$ cat config.mk
export PLATFORM = sky130hd
export DESIGN_NAME = pulse_gen_detect
export DESIGN_NICKNAME = d
export VERILOG_FILES = /design/src/rtl/pulse_gen_detect.sv
export SDC_FILE = /design/constraint.sdc
export NUM_CORES = 1
export LEC_CHECK = 0
export ABC_AREA = 0
export CORE_ASPECT_RATIO = 1.1
export CORE_MARGIN = 5
export CORE_UTILIZATION = 40
export DETAILED_ROUTE_END_ITERATION = 10
export SLEW_MARGIN = 40
export SYNTH_ARGS = -nofsm -noshare
export SYNTH_HDL_FRONTEND = slang
export SYNTH_SLANG_ARGS = --single-unit
$ cat constraint.sdc
create_clock -name clk_50M -period 1.88 [get_ports clk_50M]
set_input_delay 0.376 -clock clk_50M [delete_from_list [all_inputs] [get_ports clk_50M]]
set_output_delay 0.376 -clock clk_50M [all_outputs]
set_load 0.05 [all_outputs]
$ cat src/rtl/pulse_gen_detect.sv
// Ultrasonic ranging front end: repeating WAIT -> TRIG -> MEAS -> UPDATE frames that
// count echo-high cycles and raise a sticky flag on an exact target echo width.
module pulse_gen_detect #(
    parameter int WAIT_CYCLES   = 50,
    parameter int TRIG_CYCLES   = 500,
    parameter int MEAS_CYCLES   = 50000,
    parameter int TARGET_PULSES = 29410
) (
    input  logic        clk_50M,
    input  logic        reset,
    input  logic        echo_rx,
    output logic        trigger,
    output logic        out,
    output logic [21:0] pulses,
    output logic [1:0]  state
);

    localparam int CNT_W = 22;

    localparam logic [CNT_W-1:0] WAIT_LAST = CNT_W'(WAIT_CYCLES - 1);
    localparam logic [CNT_W-1:0] TRIG_LAST = CNT_W'(TRIG_CYCLES - 1);
    localparam logic [CNT_W-1:0] MEAS_LAST = CNT_W'(MEAS_CYCLES - 1);
    localparam logic [21:0]      TARGET    = 22'(TARGET_PULSES);

    typedef enum logic [1:0] {
        S_WAIT   = 2'd0,
        S_TRIG   = 2'd1,
        S_MEAS   = 2'd2,
        S_UPDATE = 2'd3
    } state_t;

    state_t           state_q;
    logic [CNT_W-1:0] phase_cnt;

    // phase_cnt counts cycles spent in the current state; it restarts on every transition.
    always_ff @(posedge clk_50M or negedge reset) begin
        if (!reset) begin
            state_q   <= S_WAIT;
            phase_cnt <= '0;
            trigger   <= 1'b0;
            out       <= 1'b0;
            pulses    <= '0;
        end else begin
            case (state_q)
                S_WAIT: begin
                    if (phase_cnt == WAIT_LAST) begin
                        state_q   <= S_TRIG;
                        trigger   <= 1'b1;
                        phase_cnt <= '0;
                    end else begin
                        phase_cnt <= phase_cnt + 1'b1;
                    end
                end
                S_TRIG: begin
                    if (phase_cnt == TRIG_LAST) begin
                        state_q   <= S_MEAS;
                        trigger   <= 1'b0;
                        phase_cnt <= '0;
                    end else begin
                        phase_cnt <= phase_cnt + 1'b1;
                    end
                end
                S_MEAS: begin
                    // Window length bounds the count, so the 22-bit counter never wraps.
                    if (echo_rx)
                        pulses <= pulses + 22'd1;
                    if (phase_cnt == MEAS_LAST) begin
                        state_q   <= S_UPDATE;
                        phase_cnt <= '0;
                    end else begin
                        phase_cnt <= phase_cnt + 1'b1;
                    end
                end
                S_UPDATE: begin
                    if (pulses == TARGET)
                        out <= 1'b1;
                    pulses    <= '0;
                    phase_cnt <= '0;
                    state_q   <= S_WAIT;
                end
                default: begin
                    state_q   <= S_WAIT;
                    phase_cnt <= '0;
                    trigger   <= 1'b0;
                end
            endcase
        end
    end

    assign state = state_q;

endmodule

==> results of run 1 <==
-- power breakdown --
| group | internal [mW] | leakage (nW) | switching (mW) |
|---|---|---|---|
| clock | 0.470 | 0.0645 | 0.352 |
| combinational | 0.00906 | 0.831 | 0.0238 |
| sequential | 1.03 | 0.640 | 0 |
-- worst paths after layout --
check | endpoint | slack, ps | cells after the start
min in group asynchronous | pulses[21]$_DFFE_PN0P_ | 500 | 2
max in group asynchronous | pulses[12]$_DFFE_PN0P_ | 860 | 3
hold / removal | out$_DFFE_PN0P_ | 470 | 1
setup reg to reg | state[1]$_DFFE_PN0P_ | -60 | 5
setup / recovery | state[1]$_DFFE_PN0P_ | -60 | 5
hold reg to reg | out$_DFFE_PN0P_ | 470 | 1
-- registers in the layout, indices dropped and copies added (netlist names) --
name       cells
out            1
phase_cnt     22
pulses        22
state          2
trigger        1
-- layout make-up --
cell class | instances | area share
Timing Repair Buffer | 62 | 0.142
Tap cell | 82 | 0.0298
Clock buffer | 7 | 0.0279
Sequential cell | 48 | 0.352
Inverter | 13 | 0.0142
Multi-Input combinational cell | 202 | 0.425
Clock inverter | 1 | 0.00871
-- what timing repair did --
item / CTS / global route
pin swaps: 3 / 2
hold buffers: 1 / 0
gates resized for setup: 3 / 5
setup buffers: 0 / 1
hold endpoints to repair: 13 / 0
endpoints found under the setup margin: 24 / 30
gates cloned: 1 / 0
-- placed cells by master (no fill, tap or decap), types with 7 or more instances in the layout --
cell type  netlist  layout
dfrtp_1         48      37
nor4_2           2       7
ha_1             8       7
inv_1           13      12
clkbuf_8         0       7
nand4_1         13      13
xnor2_1         24      24
nor3_1           9       7
nor2_1          46      46
nand2_1         16      16
dfrtp_2          0      11
xor2_1          13      13
nand3_1         13      13
buf_4            2      56
-- Yosys cell counts, drive strengths merged, types with 3 or more instances --
master,count
xor2,13
and3,5
and4,3
o21ai,3
nor2,46
buf,6
nand2,17
nand4,13
nand3,14
ha,8
dfrtp,48
o2bb2ai,3
or3,3
xnor2,24
a21oi,3
clkbuf,3
inv,13
nor4,15
nor3,9
-- layer usage --
metal / vias to the layer above / global-route usage
met5: - / 0
met4: 0 / 0.0512
met1: 1046 / 0.202
met2: 53 / 0.253
met3: 9 / 0.0216
li1: 1069 / -
-- cells by family (layout without fill, tap and decap cells) --
| logic type | count (synthesis) | count (layout) | share of synthesized area |
|---|---|---|---|
| xor gates and xnor gates | 37 | 37 | 0.123 |
| DFF | 48 | 48 | 0.457 |
| adders and majority gates | 8 | 8 | 0.0381 |
| and+or+nand+nor | 136 | 136 | 0.270 |
| muxes | 3 | 3 | 0.0138 |
| AOI/OAI and AO/OA | 17 | 18 | 0.0571 |
| buffers and inverters | 22 | 83 | 0.0409 |
-- critical path, stage by stage (launching register included) --
cell and delay (ps):
dfrtp_1 420, nor4_4 340, nand3b_1 240, o31ai_4 380, nand3_2 140, mux2_4 310
==> metrics.yaml, run 1 <==
run_status:
  outcome: "finished, violations left"
  violations: "negative setup slack"
floorplanning:
  die_w_microns: 87.3
  core_area_sq_um: 6480
  start_util: 0.406
  fp.dieH_microns: 95.0
  io_pins: 29
  die-area_sq_um: 8300
  rows: 31
power:
  cellPowerDensity_nw_per_um2: 547
  leakage_nw: 1.53
  p_total_mw: 1.89
  peakVddDrop_v: 0.000406
layout:
  nNetsFinal: 343
  final_cells: 415
  insertedDiodeCount: 0
  post-route-util: 0.532
  nFillCells: 604
  fin_area_sq_um: 3450
  area_growth_pct: 31.1
  drive_gt1_frac: 0.327
  seq_area_sq_um: 1210
  multiInputGateArea_sq_um: 1470
synth:
  syn_area_per_cell_sq_um: 9.70
  synthTopCellsByArea: "dfrtp_1, xnor2_1, nor2_1"
  synth-seq-cells: 48
  synth_largest_area_cell: "dfrtp_1"
  yosysUniqueCellTypes: 44
  synth_seq_area_share: 0.457
  yosys_warnings: 0
  synth_cells: 271
  synth_async_sr_flop_share: 1.00
  synth_top_area_frac: 0.457
  syn-cell-area_sq_um: 2630
  postSynth.topFlopCell: "dfrtp_1"
  synth.net_count: 282
  synth_edf_count: 0
placement:
  dp_slack_ps: -130
  hpwlAfterDp_mm: 4.20
  portBuffers: 28
  gp_congestion: 0.830
  dp_cells: 404
  place_area_sq_um: 3250
grt:
  grt_pass1_wl_mm: 10.0
  grt_max_degree: 36
  grt_pass1_vias: 2101
  grt_usage: 0.152
  antenna_found_initial: 0
  grt_overflow: 0
clocking:
  clockRootBuffer: "clkbuf_8"
  cts_buffer_depth: 2
  cts_sinks: 48
  h-tree-depth: 2
  cts_buffers: 5
  cts_tree: "done"
  clk_latency_ps: 300
  clk_pin_slew_ps: 90
worst_setup_path:
  cp-startpoint: "phase_cnt[18]$_DFF_PN0_"
  crit_type: "flop to flop"
  crit_arrival_ps: 2120
  r2r-start: "phase_cnt[18]$_DFF_PN0_"
  crit_fanout: 3
  worstSetupStartpointType: "flop"
  cp-end-kind: "flop"
  required_ps: 2070
sta:
  skew_ps: 8.69
  fin_crit_ps: 1940
  max_freq_ghz: 0.516
  setup_violations: 2
  holdWs_ps: 468
  grt_setup_unrepaired: "true"
  tns_ps: -59.9
  slew_violations: 0
  tightest_slew_ps: 504
  fin_ws_ps: -56.1
  fin_crit_sh: 1.03
  timing.slew.headroom: 0.663
  finalHoldViolCount: 0
detailed_routing:
  topRoutingLayerUsed: "met4"
  wl_met3_microns: 227
  route.detailed.drc: 0
  routedWlPerCell_microns: 14.2
  final_antenna_net_count: 0
  met1Wirelength_mm: 2.62
  first_pass_iters: 4
  finalWirelength_mm: 5.89
  drt_iter0_drc: 98
  wl_met2_mm: 2.95
  via_count: 2177
  via_per_inst: 5.25
worst_hold_path:
  hp-class: "flop to flop"
  min-delay-start: "out$_DFFE_PN0P_"
job:
  cap_violations: 0
Note: power is estimated with default switching activity, not from simulation.
==> inputs of run 2 (changes only) <==
--- a/config.mk
+++ b/config.mk
@@ -10,7 +10,7 @@
 export CORE_MARGIN = 5
 export CORE_UTILIZATION = 40
 export DETAILED_ROUTE_END_ITERATION = 10
-export SLEW_MARGIN = 40
+export GPL_TIMING_DRIVEN = 0
 export SYNTH_ARGS = -nofsm -noshare
 export SYNTH_HDL_FRONTEND = slang
 export SYNTH_SLANG_ARGS = --single-unit
==> run 2 against run 1 <==
  * The flow still finishes with violations (negative setup slack)
  * Clock-buffer cell count fell by 2
  * Sequential power hardly changed
  * First-iteration DRC count shrank 34%
  * Setup slack worse by 32 ps
  * Register-to-register slack worse by 30 ps
  * Hold slack improved by 1.7 ps
  * Highest routed layer unchanged
  * Design area grew 6.5%
  * Die area unchanged
  * Clock power down 7.3%
  * Power is 3.2% lower
==> metrics.yaml, run 2 (synthesis results as in run 1) <==
clocking:
  clk_pin_slew_ps: 100
  h-tree-depth: 2
  cts_buffer_depth: 2
  clk_latency_ps: 300
  cts_sinks: 48
  clockRootBuffer: "clkbuf_8"
  cts_buffers: 5
  cts_tree: "done"
job:
  cap_violations: 0
floorplanning:
  fp.dieH_microns: 95.0
  die_w_microns: 87.3
  die-area_sq_um: 8300
  rows: 31
  start_util: 0.406
  core_area_sq_um: 6480
  io_pins: 29
power:
  combPwrFrac: 0.018
  power.switching_mw: 0.390
  p_int_mw: 1.43
  swShare: 0.214
  pwr-share-seq: 0.565
  cellPowerDensity_nw_per_um2: 497
  peakVddDrop_v: 0.000312
  leakage_nw: 1.69
  p_clk_frac: 0.417
  p_total_mw: 1.82
detailed_routing:
  final_antenna_net_count: 0
  routedWlPerCell_microns: 15.4
  finalWirelength_mm: 6.27
  via_count: 2120
  drt_iter0_drc: 65
  via_per_inst: 5.20
  first_pass_iters: 4
  route.detailed.drc: 0
worst_setup_path:
  worstSetupStartpointType: "flop"
  ff2ff_path_depth: 5
  rr_endpoint: "state[1]$_DFFE_PN0P_"
  crit_type: "flop to flop"
  required_ps: 2080
  r2r-start: "phase_cnt[5]$_DFF_PN0_"
  r2r_setup_slack_ps: -90
  cp-end-kind: "flop"
  crit_fanout: 7
  crit_arrival_ps: 2170
layout:
  layout_common_cells: "dfrtp_1, nor2_1, xnor2_1, dlygate4sd2_1, dfrtp_2"
  fin_area_sq_um: 3670
  drive_gt1_frac: 0.325
  seq_area_sq_um: 1220
  nNetsFinal: 336
  layout_commonest_cell: "dfrtp_1"
  multiInputGateArea_sq_um: 1640
  post-route-util: 0.567
  nFillCells: 590
  area_growth_pct: 39.6
  insertedDiodeCount: 0
sta:
  max_freq_ghz: 0.508
  fin_crit_sh: 1.05
  timing.slew.headroom: 0.665
  setup_violations: 23
  tightest_slew_ps: 502
  fin_ws_ps: -88.1
  fin_crit_ps: 1970
  grt_setup_unrepaired: "true"
  finalHoldViolCount: 0
  slew_violations: 0
  tns_ps: -1170
  skew_ps: 10.6
placement:
  portBuffers: 28
  hpwlAfterDp_mm: 4.04
  place_area_sq_um: 3150
  gp_congestion: 0.766
worst_hold_path:
  hp-class: "flop to flop"
  worst_hold_path.endpoint: "out$_DFFE_PN0P_"
  min_path_cells: 1
  min-delay-start: "out$_DFFE_PN0P_"
run_status:
  violations: "negative setup slack"
  outcome: "finished, violations left"
grt:
  grt_usage: 0.161
  grt_pass1_wl_mm: 10.5
  grt_overflow: 0
  antenna_found_initial: 0
  grt_max_degree: 35
  grt_pass1_vias: 2114
run 2: worst max-delay path by stage:
stage / startpoint / end / slack [ps] / cells after the start
2_1_floorplan: state[0]$_DFFE_PN0P_ / pulses[17]$_DFFE_PN0P_ / -190 / 8
3_3_place_gp: reset / pulses[14]$_DFFE_PN0P_ / -1200 / 1
3_5_place_dp: echo_rx / pulses[14]$_DFFE_PN0P_ / -470 / 5
4_1_cts: phase_cnt[19]$_DFF_PN0_ / state[1]$_DFFE_PN0P_ / -50 / 7
5_1_grt: phase_cnt[18]$_DFF_PN0_ / state[1]$_DFFE_PN0P_ / -160 / 7
6_report: phase_cnt[5]$_DFF_PN0_ / state[1]$_DFFE_PN0P_ / -90 / 5
run 2: critical path, stage by stage (launching register included):
cell	delay, ps
dfrtp_2	470
or4_4	570
o31ai_4	290
buf_4	160
nand3_4	60
mux2_4	300
run 2: layout make-up:
cell class                      count  share of cell area
Buffer                              6              0.0160
Clock buffer                        5              0.0187
Clock inverter                      3              0.0116
Inverter                           13              0.0133
Multi-Input combinational cell    201               0.447
Sequential cell                    48               0.333
Tap cell                           82              0.0279
Timing Repair Buffer               50               0.133
run 2: stage by stage:
stage	instances	hold WS [ps]	worst slack [ps]
3_3_place_gp	381	452	-1200
6_report	408	469	-88.1
2_1_floorplan	271	80.4	-193
5_1_grt	408	500	-157
3_5_place_dp	382	314	-470
4_1_cts	402	479	-50.5
run 2: power by group through the flow:
stage	Clock, mW	Combinational, mW	Sequential (mW)
after floorplan	0	0.00249	1.05
after global placement	0	0.0293	1.05
after detailed placement	0	0.0332	1.05
after CTS	0.785	0.0352	1.03
after global routing	0.836	0.0390	1.03
final	0.761	0.0331	1.03
run 2: per-layer routing:
layer	global-route usage	up-vias	part of all wire
met1	0.203	1019	0.42
li1	-	1048	-
met3	0.0398	13	0.042
met5	0	-	0
met2	0.263	40	0.51
met4	0.0639	0	0.023
run 2: repair_timing:
| action | 4_1_cts | 5_1_grt |
|---|---|---|
| cloned | 2 | 1 |
| gates resized for setup | 50 | 42 |
| hold buffers | 1 | 0 |
| pin swaps | 6 | 20 |
| endpoints found under the hold margin | 14 | 0 |
| endpoints found under the setup margin | 60 | 43 |
| setup buffers | 10 | 7 |
==> inputs of run 3 (changes only) <==
--- a/config.mk
+++ b/config.mk
@@ -7,10 +7,11 @@
 export LEC_CHECK = 0
 export ABC_AREA = 0
 export CORE_ASPECT_RATIO = 1.1
-export CORE_MARGIN = 5
+export CORE_MARGIN = 2
 export CORE_UTILIZATION = 40
 export DETAILED_ROUTE_END_ITERATION = 10
 export GPL_TIMING_DRIVEN = 0
+export REMOVE_ABC_BUFFERS = 1
 export SYNTH_ARGS = -nofsm -noshare
 export SYNTH_HDL_FRONTEND = slang
 export SYNTH_SLANG_ARGS = --single-unit
==> run 3 against run 2 <==
  * The flow still finishes with violations (negative setup slack)
  * Maximum frequency increased by 2.7%
  * Critical path depth unchanged
  * Sequential power about the same
  * Non-clock buffer count decreased by 11
  * Largest cell class unchanged
==> metrics.yaml, run 3 (synthesis results as in run 1) <==
placement:
  dp_slack_ps: -564
  dp_cells: 373
  portBuffers: 28
  gp_congestion: 0.756
  hpwlAfterDp_mm: 3.86
clocking:
  clk_latency_ps: 310
  cts_tree: "done"
  clk_pin_slew_ps: 100
  h-tree-depth: 2
  clockRootBuffer: "clkbuf_8"
  cts_sinks: 48
  cts_buffers: 5
  ctsHoldBuffers: 0
  cts_buffer_depth: 2
floorplanning:
  core_area_sq_um: 6480
  die-area_sq_um: 7240
  io_pins: 29
  fp.dieH_microns: 89.0
  die_w_microns: 81.3
  start_util: 0.406
  rows: 31
grt:
  grt_pass1_wl_mm: 10.3
  grt_overflow: 0
  grt_usage: 0.182
  grt_max_degree: 26
  antenna_found_initial: 0
  grt_pass1_vias: 2143
layout:
  drive_gt1_frac: 0.242
  insertedDiodeCount: 0
  nFillCells: 603
  area_growth_pct: 31.2
  final_cells: 400
  layout_common_cells: "nor2_1, dfrtp_1, xnor2_1, dlygate4sd2_1, nand2_1"
  nNetsFinal: 328
  layout_commonest_cell: "nor2_1"
worst_setup_path:
  cpMaxStageDelayCell: "or4_4"
  required_ps: 2070
  crit_arrival_ps: 2110
  crit_fanout: 7
  slowest_delay_ps: 570
  crit_type: "flop to flop"
  worstSetupStartpointType: "flop"
  path_cells: "or4_4 -> o31ai_4 -> buf_4 -> a31o_4 -> nor2_1"
  cp-end-kind: "flop"
detailed_routing:
  via_count: 2143
  first_pass_iters: 4
  finalWirelength_mm: 6.28
  final_antenna_net_count: 0
  routedWlPerCell_microns: 15.7
  drt_iter0_drc: 90
  via_per_inst: 5.36
  route.detailed.drc: 0
sta:
  setup_violations: 17
  fin_crit_ps: 1920
  timing.slew.headroom: 0.591
  fin_ws_ps: -36.1
  max_freq_ghz: 0.522
  skew_ps: 11.5
  holdWs_ps: 66.7
  grt_setup_unrepaired: "true"
  tightest_slew_ps: 614
  slew_violations: 0
  finalHoldViolCount: 0
  tns_ps: -340
  fin_crit_sh: 1.02
job:
  cap_violations: 0
run_status:
  violations: "negative setup slack"
  outcome: "finished, violations left"
worst_hold_path:
  hp-class: "primary input to asynchronous set/reset pin"
power:
  cellPowerDensity_nw_per_um2: 540
  peakVddDrop_v: 0.000529
  leakage_nw: 1.56
==> run 3: per-layer routing <==
layer | vias up | share of wire | GRT usage
li1 | 1040 | - | -
met1 | 1057 | 0.43 | 0.234
met2 | 38 | 0.52 | 0.318
met3 | 8 | 0.035 | 0.0313
met4 | 0 | 0.011 | 0.0416
met5 | - | 0 | 0
==> run 3: power breakdown <==
group,total (mW),switching [mW],internal (mW)
clock network,0.798,0.363,0.435
registers,1.03,0,1.03
logic,0.0331,0.0254,0.00765
total,1.86,0.388,1.47
==> run 3: worst paths after layout <==
| check | endpoint | slack, ps | from | cells after the start |
|---|---|---|---|---|
| max in group asynchronous | phase_cnt[10]$_DFF_PN0_ | 1240 | reset | 2 |
| min in group clk_50M | out$_DFFE_PN0P_ | 480 | out$_DFFE_PN0P_ | 1 |
| max | phase_cnt[17]$_DFF_PN0_ | -40 | phase_cnt[5]$_DFF_PN0_ | 5 |
| min | pulses[13]$_DFFE_PN0P_ | 70 | reset | 1 |
| max reg2reg | phase_cnt[17]$_DFF_PN0_ | -40 | phase_cnt[5]$_DFF_PN0_ | 5 |
| min reg2reg | out$_DFFE_PN0P_ | 480 | out$_DFFE_PN0P_ | 1 |
==> run 3: final cells by class <==
type / count / area, sq um / area share
sequential: 48 / 1210 / 0.352
clock buffer: 6 / 82.6 / 0.0239
multi-input combinational: 204 / 1560 / 0.453
timing repair buffer: 45 / 398 / 0.115
inverter: 13 / 48.8 / 0.0141
tap: 82 / 103 / 0.0297
clock inverter: 2 / 38.8 / 0.0112
==> run 3: worst max-delay path, delay by kind of cell, from the launching register on <==
family          cells  cell delay [ps]
compound gates      2              520
flops               1              480
simple gates        2              640
buf+inv             1              170
==> run 3: metrics by stage <==
step	power [mW]	utilization	area, sq um
2_1_floorplan	1.05	-	2570
3_3_place_gp	1.08	0.456	2950
3_5_place_dp	1.09	0.459	2970
4_1_cts	1.90	0.515	3330
5_1_grt	1.94	0.533	3450
6_report	1.86	0.533	3450
==> run 3: timing repair <==
| item | 4_1_cts | 5_1_grt |
|---|---|---|
| hold endpoints to repair | 0 | 0 |
| pin swaps | 8 | 17 |
| setup endpoints to repair | 68 | 45 |
| setup buffers | 12 | 4 |
| cloned | 3 | 0 |
| gates resized for setup | 51 | 24 |
